## src/rtl/delay_predictor_mac.sv

```systemverilog
// ----------------------------------------------------------------------------
// delay_predictor_mac
//
// N-tap fixed-point delay-line predictor with one shared multiply-accumulate
// unit. For every accepted sample the block forms
//     se = sat(round(sum_k c[k] * d[k]))
// over the stored history d[] (d[0] is the newest sample). It then shifts the
// accepted sample into the history. One tap is processed per clock.
// Throughput is one sample per ORDER+3 cycles at best.
//
// Optional feature:
//   DLYPRED_CLR_EN - adds input dl_clr. When dl_clr is high while the block
//                    is idle, the delay line is zeroed on the next edge. If an
//                    accept happens on the same edge, the clear applies first:
//                    the prediction is 0 and the new sample is shifted into a
//                    clean history. Coefficients are not touched.
//
// Ports:
//   clk        rising-edge system clock
//   reset      asynchronous, active-low reset
//   in_valid   sample offered on in_dq
//   in_ready   high only while idle
//   in_dq      input sample (two's complement, DATA_W)
//   coef_wr    write coef_data into shadow coefficient coef_addr
//   coef_addr  shadow coefficient index; values >= ORDER are ignored
//   coef_data  coefficient (two's complement, FRAC fractional bits)
//   out_valid  prediction available
//   out_ready  consumer takes the prediction
//   out_se     prediction; holds its value until the next rounding step
//   out_sat    prediction was clipped to the DATA_W range
//   busy       block is not idle
//   scan_en    DFT scan enable (used by scan insertion only)
//   scan_in0   DFT scan input
//   scan_out0  DFT scan output, tied low in RTL
//   dl_clr     (DLYPRED_CLR_EN only) clear the delay line while idle
// ----------------------------------------------------------------------------
module delay_predictor_mac #(
    parameter int DATA_W = 16,
    parameter int COEF_W = 16,
    parameter int ORDER  = 6,
    parameter int FRAC   = 14
) (
    input  logic                       clk,
    input  logic                       reset,
    input  logic                       in_valid,
    output logic                       in_ready,
    input  logic signed [DATA_W-1:0]   in_dq,
    input  logic                       coef_wr,
    input  logic [$clog2(ORDER)-1:0]   coef_addr,
    input  logic signed [COEF_W-1:0]   coef_data,
    output logic                       out_valid,
    input  logic                       out_ready,
    output logic signed [DATA_W-1:0]   out_se,
    output logic                       out_sat,
    output logic                       busy,
    input  logic                       scan_en,
    input  logic                       scan_in0,
`ifdef DLYPRED_CLR_EN
    output logic                       scan_out0,
    input  logic                       dl_clr
`else
    output logic                       scan_out0
`endif
);

    localparam int AW    = $clog2(ORDER);
    localparam int PW    = DATA_W + COEF_W;
    localparam int ACC_W = PW + $clog2(ORDER);

    localparam logic [1:0] IDLE = 2'd0;
    localparam logic [1:0] MAC  = 2'd1;
    localparam logic [1:0] RND  = 2'd2;
    localparam logic [1:0] OUT  = 2'd3;

    localparam logic [AW-1:0]           K_LAST   = AW'(ORDER - 1);
    localparam logic signed [ACC_W-1:0] RND_HALF = ACC_W'(1) << (FRAC - 1);
    localparam logic signed [ACC_W-1:0] SAT_MAX  = ACC_W'({1'b0, {(DATA_W-1){1'b1}}});
    localparam logic signed [ACC_W-1:0] SAT_MIN  = ~SAT_MAX;

    // Round half up, then drop the fractional bits with an arithmetic shift.
    function automatic logic signed [ACC_W-1:0] round_shift(input logic signed [ACC_W-1:0] a);
        return (a + RND_HALF) >>> FRAC;
    endfunction

    // Returns {clipped, value}.
    function automatic logic [DATA_W:0] saturate(input logic signed [ACC_W-1:0] a);
        if (a > SAT_MAX) begin
            return {1'b1, SAT_MAX[DATA_W-1:0]};
        end else if (a < SAT_MIN) begin
            return {1'b1, SAT_MIN[DATA_W-1:0]};
        end
        return {1'b0, a[DATA_W-1:0]};
    endfunction

    logic [1:0]               state;
    logic [AW-1:0]            k;
    logic signed [DATA_W-1:0] samp_p0;
    logic signed [ACC_W-1:0]  acc_p1;
    logic signed [DATA_W-1:0] d     [ORDER];
    logic signed [COEF_W-1:0] c_shd [ORDER];
    logic signed [COEF_W-1:0] c_act [ORDER];

    logic signed [PW-1:0]     d_ext;
    logic signed [PW-1:0]     c_ext;
    logic signed [PW-1:0]     prod_p1;

    logic                     unused_scan;

    assign in_ready    = (state == IDLE);
    assign busy        = (state != IDLE);
    assign scan_out0   = 1'b0;
    assign unused_scan = scan_en ^ scan_in0;

    // Shared multiplier for tap k. Both operands are sign-extended to the full
    // product width, so the product is exact.
    always_comb begin
        d_ext   = PW'(d[k]);
        c_ext   = PW'(c_act[k]);
        prod_p1 = d_ext * c_ext;
    end

    always_ff @(posedge clk or negedge reset) begin
        if (!reset) begin
            state     <= IDLE;
            k         <= '0;
            samp_p0   <= '0;
            acc_p1    <= '0;
            out_valid <= 1'b0;
            out_se    <= '0;
            out_sat   <= 1'b0;
            for (int i = 0; i < ORDER; i++) begin
                d[i]     <= '0;
                c_shd[i] <= '0;
                c_act[i] <= '0;
            end
        end else begin
            // Shadow writes never stall. An accept on the same edge copies the old value.
            if (coef_wr && (int'(coef_addr) < ORDER)) begin
                c_shd[coef_addr] <= coef_data;
            end

            case (state)
                // Stage p0: accept the sample and freeze the coefficient set.
                IDLE: begin
`ifdef DLYPRED_CLR_EN
                    if (dl_clr) begin
                        for (int i = 0; i < ORDER; i++) begin
                            d[i] <= '0;
                        end
                    end
`endif
                    if (in_valid) begin
                        samp_p0 <= in_dq;
                        for (int i = 0; i < ORDER; i++) begin
                            c_act[i] <= c_shd[i];
                        end
                        acc_p1 <= '0;
                        k      <= '0;
                        state  <= MAC;
                    end
                end

                // Stage p1: one tap per cycle over the history before this sample.
                MAC: begin
                    acc_p1 <= acc_p1 + ACC_W'(prod_p1);
                    k      <= k + 1'b1;
                    if (k == K_LAST) begin
                        state <= RND;
                    end
                end

                // Stage p2: round, clip and register the result, then shift the sample in.
                RND: begin
                    {out_sat, out_se} <= saturate(round_shift(acc_p1));
                    for (int i = ORDER - 1; i > 0; i--) begin
                        d[i] <= d[i-1];
                    end
                    d[0]      <= samp_p0;
                    out_valid <= 1'b1;
                    state     <= OUT;
                end

                OUT: begin
                    if (out_ready) begin
                        out_valid <= 1'b0;
                        state     <= IDLE;
                    end
                end

                default: state <= IDLE;
            endcase
        end
    end

endmodule
```

## config.mk

```make
export PLATFORM = sky130hd
export DESIGN_NAME = delay_predictor_mac
export DESIGN_NICKNAME = d
export VERILOG_FILES = /design/src/rtl/delay_predictor_mac.sv
export SDC_FILE = /design/constraint.sdc
export NUM_CORES = 1
export LEC_CHECK = 0
export CAP_MARGIN = 20
export CELL_PAD_IN_SITES_DETAIL_PLACEMENT = 0
export CELL_PAD_IN_SITES_GLOBAL_PLACEMENT = 1
export CORE_MARGIN = 5
export CORE_UTILIZATION = 40
export CTS_BUF_LIST = sky130_fd_sc_hd__clkbuf_4 sky130_fd_sc_hd__clkbuf_8
export CTS_CLUSTER_DIAMETER = 60
export DETAILED_ROUTE_END_ITERATION = 16
export PLACE_DENSITY_LB_ADDON = 0.12
export SLEW_MARGIN = 20
export SYNTH_ARGS = -nofsm -noshare
export SYNTH_HDL_FRONTEND = slang
export SYNTH_SLANG_ARGS = --single-unit
```

## constraint.sdc

```tcl
create_clock -name clk -period 11.3 [get_ports clk]
set_input_delay 2.26 -clock clk [delete_from_list [all_inputs] [get_ports clk]]
set_output_delay 2.26 -clock clk [all_outputs]
set_load 0.01 [all_outputs]
```

## Yosys cells after proc, flatten, opt, wreduce, memory -nomap -nowiden

Index checks and enable logic that the tools add are counted.

- Register bits: 362

- $add $sub $neg: 3
- Multipliers: 1
- Order comparisons: 6
- Equality and inequality tests: 7
- Muxes and demuxes: 25
- Bitwise operators: 2
- Reductions and logical operators: 10

Operators with widths:

| cell | number |
|---|---|
| $bmux 16 s3 | 2 |
| $bwmux 96 | 1 |
| $mux 16 | 5 |
| $pmux 35 s2 | 1 |
| $mux 17 | 3 |
| $demux 16 s3 | 1 |
| $add 35x15->35 const B | 1 |
| $add 35x32->35 | 1 |
| $mux 35 | 1 |
| $mul 16x16->32 | 1 |
| $gt 21x16->1 const B | 1 |
| $lt 21x16->1 const B | 1 |
| $ge 4x4->1 const B | 2 |
| $not 3->4 | 2 |
| $pmux 2 s4 | 1 |
| $mux 2 | 3 |
| $ne 2x2->1 const B | 3 |
| $pmux 3 s2 | 1 |
| $reduce_and 2->1 | 3 |
| $reduce_bool 2->1 | 3 |
| $eq 2x2->1 const B | 2 |
| $lt 4x1->1 const B | 1 |
| $mux 1 | 4 |
| $add 3x1->3 const B | 1 |
| other kinds (8) | 9 |

## Logic depth before layout (Yosys ltp)

- Depth after elaboration: 7
- Depth in mapped cells: 29
- Gate-level depth less buffers: 25

## Worst setup path before layout

No wires, ideal clock.

- Path type: register -> register
- Start: register k[0]
- End: register acc_p1[34]
- Setup time: 128 ps
- Data arrival time: 7,403 ps
- Data required time: 11,172 ps
- Slack: 3,768 ps
- Cell stages (with the launch flop): 27
- Clock period less this slack: 7,532 ps
- Cell sequence: dfrtp_1 buf_2 buf_2 mux4_2 a21oi_1 clkbuf_1 nor2_1 fa_1 inv_1 fa_1 fa_1 inv_1 fa_1 fa_1 inv_1 fa_1 inv_1 ha_1 clkbuf_1 o21a_1 o211ai_1 a311o_1 nor3_1 a2111oi_1 nor4_1 o211ai_1 nand3b_1

- Cells in the longest elaborated chain, start to end: 7

RTL lines:

| what | RTL line | source |
|---|---|---|
| start, declared | 96 | `logic [AW-1:0] k;` |
| start signal, assigned | 166 | `k <= k + 1'b1;` |
| $not 3->4 (implied by the code) (*) | 117, 118 |  |
| $bmux 16 s3 (on tied branches) | 117, 118 |  |
| $mux 16 (on tied branches) (2 in a row) | 117, 118 |  |
| $mul 16x16->32 (*) | 119 | `prod_p1 = d_ext * c_ext;` |
| $add 35x32->35 (*) | 165 | `acc_p1 <= acc_p1 + ACC_W'(prod_p1);` |
| $pmux 35 s2 (*) | 142 | `case (state)` |
| end signal, assigned | 165 |  |
| end, declared | 98 | `logic signed [ACC_W-1:0] acc_p1;` |

Mark *: on every way between the ends. The rest lies on a longest branch, timed or not. The select of a mux whose other input is x is not followed.
A chain may end at the register's enable or synchronous reset.

## Worst setup path in the final report

- Start: register k[0]
- End: register acc_p1[33]

The elaborated chain is that of the path after synthesis.

==> results.sh <==
export IMPL_drt_iter0_markers=807
export IMPL_totalWireLength_um=65100
export IMPL_ant_nets=0
export IMPL_tightest_slew_ns=1.19
export IMPL_clk_pin_slew_ns=0.06
export IMPL_cpMostUsedCell="fa_1"
export IMPL_antenna_found_initial=1
export IMPL_dr_pass1_iters=5
export IMPL_synth_edf_count=0
export IMPL_status="finished clean"
export IMPL_async_flop_share_pct=100
export IMPL_relSlewSlack_pct=20.4
export IMPL_syn_inst=2326
export IMPL_die_w_um=268
export IMPL_clkLatencyLatePin_ns=0.65
export IMPL_io_buffers=59
export IMPL_grt_use_total_pct=19.0
export IMPL_root_buffer="clkbuf_8"
export IMPL_drc=0
export IMPL_crit_arrival_ns=9.39
export IMPL_rows=94
export IMPL_setup_viol=0
export IMPL_vias=16931
export IMPL_grt_pass1_vias=19113
export IMPL_numCtsBuffers=72
export IMPL_synth_area_um2=26600
export IMPL_ys_seq_area_share_pct=34.0
export IMPL_synthMuxAreaShare_pct=17.0
export IMPL_grt_max_degree=175
export IMPL_synth_simple_area_share_pct=6.93
export IMPL_critical_path_max_fanout=45
export IMPL_boundaryPins=63
export IMPL_wl_per_cell_um=19.6
export IMPL_fin_setup_tns_ns=0
export IMPL_ctsResizeCount=0
export IMPL_final_hold_viol_count=0
export IMPL_fin_ws_ns=2.40
export IMPL_yosys_warnings=0
export IMPL_drv_cap=0
export IMPL_crit_path_cell_trace="buf_4 -> mux4_2 -> a21oi_1 -> nor2_1 -> fa_1 -> inv_1 -> fa_1 -> fa_1 -> inv_1 -> fa_1 -> fa_1 -> inv_1 -> fa_1 -> inv_1 -> ha_1 -> a21o_1 -> a31oi_1 -> o221ai_1 -> a311oi_1 -> o2111ai_1 -> a31oi_1 -> xor2_1 -> o21ai_0"
export IMPL_post_route_period_util_pct=78.8
export IMPL_core_area_um2=65900
export IMPL_cts_num_sinks=362
export IMPL_max_freq_mhz=112
export IMPL_drt_met1_wl_um=30100
export IMPL_yosysUniqueCellTypes=66
export IMPL_rsz0062_at_grt="no"
export IMPL_overflow=0
export IMPL_dp_hpwl_um=47400
export IMPL_synth_main_ff_cell="dfrtp_1"
export IMPL_synth_xor_xnor_area_share_pct=1.71
export IMPL_synth_compound_area_share_pct=5.00
export IMPL_syn_num_nets=2789
export IMPL_routed_wl_met3_um=2470
export IMPL_area_delta_synth_final_pct=12.3
export IMPL_max_stage_delay_ns=1.01
export IMPL_post_cts_buffers=0
export IMPL_top_layer_used="met4"
export IMPL_die_area_um2=71800
export IMPL_initial_core_util_pct=40.4
export IMPL_die_h_um=268
export IMPL_synth_top_family_by_area="adder cells"
export IMPL_grt_pass1_wl_um=107000
export IMPL_pre_cts_ws_ns=2.32
export IMPL_htree_num_levels=3
export IMPL_clk_path_buf_depth=3
export IMPL_gp_congestion=0.826
export IMPL_crit_required_ns=11.79
export IMPL_cts_tree="done"
export IMPL_worst_hold_slack_ns=0.492
export IMPL_viasPerCell=5.09
export IMPL_routed_wl_met2_um=30800
export IMPL_start_kind="register"
export IMPL_crit_type="register to register"
export IMPL_end_kind="register"
export IMPL_yosys_area_share_adder_pct=28.5
export IMPL_ctsHoldBuffers=0
export IMPL_hold_class="register to register"
export IMPL_drive_gt1_share_pct=21.8
export IMPL_drv_slew=0
export IMPL_ys_seq_elements=362
export IMPL_syn_area_per_cell_um2=11.4
export IMPL_finalClockSkew_ns=0.0278
export IMPL_nNetsFinal=2875
export IMPL_fin_crit_ns=8.90
export IMPL_slowest_stage="dfrtp_4"
critical path, delay by kind of cell (launching register included):
kind | cells | cell delay [ns]
AO/OA/AOI/OAI | 8 | 2.69
XOR/XNOR | 1 | 0.15
adder cells (fa/ha/maj) | 7 | 3.46
buffers and inverters | 5 | 0.69
flip-flops | 1 | 1.01
multiplexers | 1 | 0.59
AND/OR/NAND/NOR | 1 | 0.16
logic make-up (layout without fill, tap and decap cells):
| kind of cell | Yosys count | in the layout |
|---|---|---|
| other | 1 | 2 |
| adder cells (fa/ha/maj) | 421 | 421 |
| XOR/XNOR | 52 | 52 |
| multiplexers | 372 | 372 |
| AO/OA/AOI/OAI | 202 | 202 |
| flip-flops | 362 | 362 |
| AND/OR/NAND/NOR | 437 | 437 |
| buffers and inverters | 479 | 614 |
layer usage:
layer | vias to the layer above | GRT usage (%)
met1 | 8820 | 26.4
met3 | 109 | 3.04
met2 | 318 | 31.1
li1 | 7684 | -
met4 | 0 | 5.59
met5 | - | 0
path summary, 6_finish.rpt:
kind / start / end / slack (ns) / cells after the start
max in group asynchronous: reset / out_se[10] / 8.03 / 3
min: samp_p0[6] / d[86] / 0.49 / 1
max reg2reg: k[0] / acc_p1[33] / 2.40 / 23
min in group asynchronous: reset / c_shd[47] / 1.49 / 1
max: k[0] / acc_p1[33] / 2.40 / 23
min reg2reg: samp_p0[6] / d[86] / 0.49 / 1
synthesized netlist by cell type, types with 2 or more instances:
| cell type | count | area (µm²) |
|---|---|---|
| nand4_1 | 6 | 37.5 |
| o21bai_1 | 4 | 30.0 |
| or3_1 | 2 | 12.5 |
| o21ai_0 | 44 | 220 |
| nand2_1 | 169 | 634 |
| and3_1 | 4 | 25.0 |
| nand4b_1 | 2 | 17.5 |
| a211oi_1 | 4 | 30.0 |
| mux2i_1 | 35 | 350 |
| o31ai_1 | 6 | 45.0 |
| a21oi_1 | 49 | 245 |
| mux4_2 | 32 | 721 |
| a22o_1 | 8 | 70.1 |
| and2_1 | 8 | 50.1 |
| nand2b_1 | 9 | 56.3 |
| o21ai_1 | 4 | 20.0 |
| clkbuf_1 | 69 | 259 |
| o22ai_1 | 2 | 12.5 |
| ha_1 | 111 | 1390 |
| a21o_1 | 26 | 195 |
| mux2_2 | 304 | 3420 |
| fa_1 | 310 | 6210 |
| buf_2 | 13 | 65.1 |
| nor3b_1 | 2 | 15.0 |
| a32oi_1 | 3 | 26.3 |
| xnor2_1 | 33 | 289 |
| buf_1 | 7 | 26.3 |
| o211ai_1 | 5 | 37.5 |
| nor2_1 | 190 | 713 |
| a21boi_0 | 2 | 15.0 |
| inv_1 | 388 | 1460 |
| or4_1 | 2 | 15.0 |
| o22a_1 | 10 | 87.6 |
| a31oi_1 | 8 | 50.1 |
| o21a_1 | 8 | 60.1 |
| a31o_2 | 2 | 17.5 |
| nor3_1 | 11 | 55.1 |
| nand3_1 | 14 | 70.1 |
| nor4_1 | 3 | 18.8 |
| or2_2 | 7 | 43.8 |
| dfrtp_1 | 362 | 9060 |
| o22a_2 | 6 | 60.1 |
| xor2_1 | 19 | 166 |
state kept, by name, indices dropped and copies added (netlist names):
name / count
k: 3
out_sat: 1
c_shd: 96
out_se: 16
samp_p0: 16
c_act: 96
out_valid: 1
d: 96
state: 2
acc_p1: 35
layout make-up:
cell class | instances | area [µm²]
flip-flops and latches | 362 | 9060
repair buffers | 103 | 958
diodes | 1 | 2.50
multi-input cells | 1485 | 15800
clock inverters | 18 | 223
clock buffers | 105 | 1330
fillers | 6191 | 35900
well taps | 864 | 1080
inverters | 388 | 1460
layout by cell type (no fill, tap or decap), types with 7 or more instances in the layout:
cell type / count
clkbuf_8: 86
a21o_1: 26
or2_2: 7
xnor2_1: 33
clkbuf_4: 19
nor3_1: 9
fa_1: 310
inv_1: 388
nand2b_1: 9
mux2_2: 304
mux4_2: 32
and2_1: 8
nand3_1: 14
nand2_1: 168
mux2i_1: 35
o21ai_0: 42
a21oi_1: 48
a31oi_1: 8
dfrtp_1: 360
ha_1: 110
clkdlybuf4s50_1: 58
nor2_1: 190
buf_4: 42
o21a_1: 8
xor2_1: 19
a22o_1: 8
o22a_1: 10
metrics by stage:
stage | instance area, µm² | instances | utilization [%]
after detailed placement | 28300 | 3201 | 43.0
after CTS | 29900 | 3324 | 45.4
after global routing | 29900 | 3326 | 45.4
after global placement | 28300 | 3201 | 43.0
final | 29900 | 3326 | 45.4
after floorplan | 26600 | 2326 | -
Power is left out: the tool's default activity adds up to more than one toggle a clock period on the data nets, which glitch-free logic cannot reach.
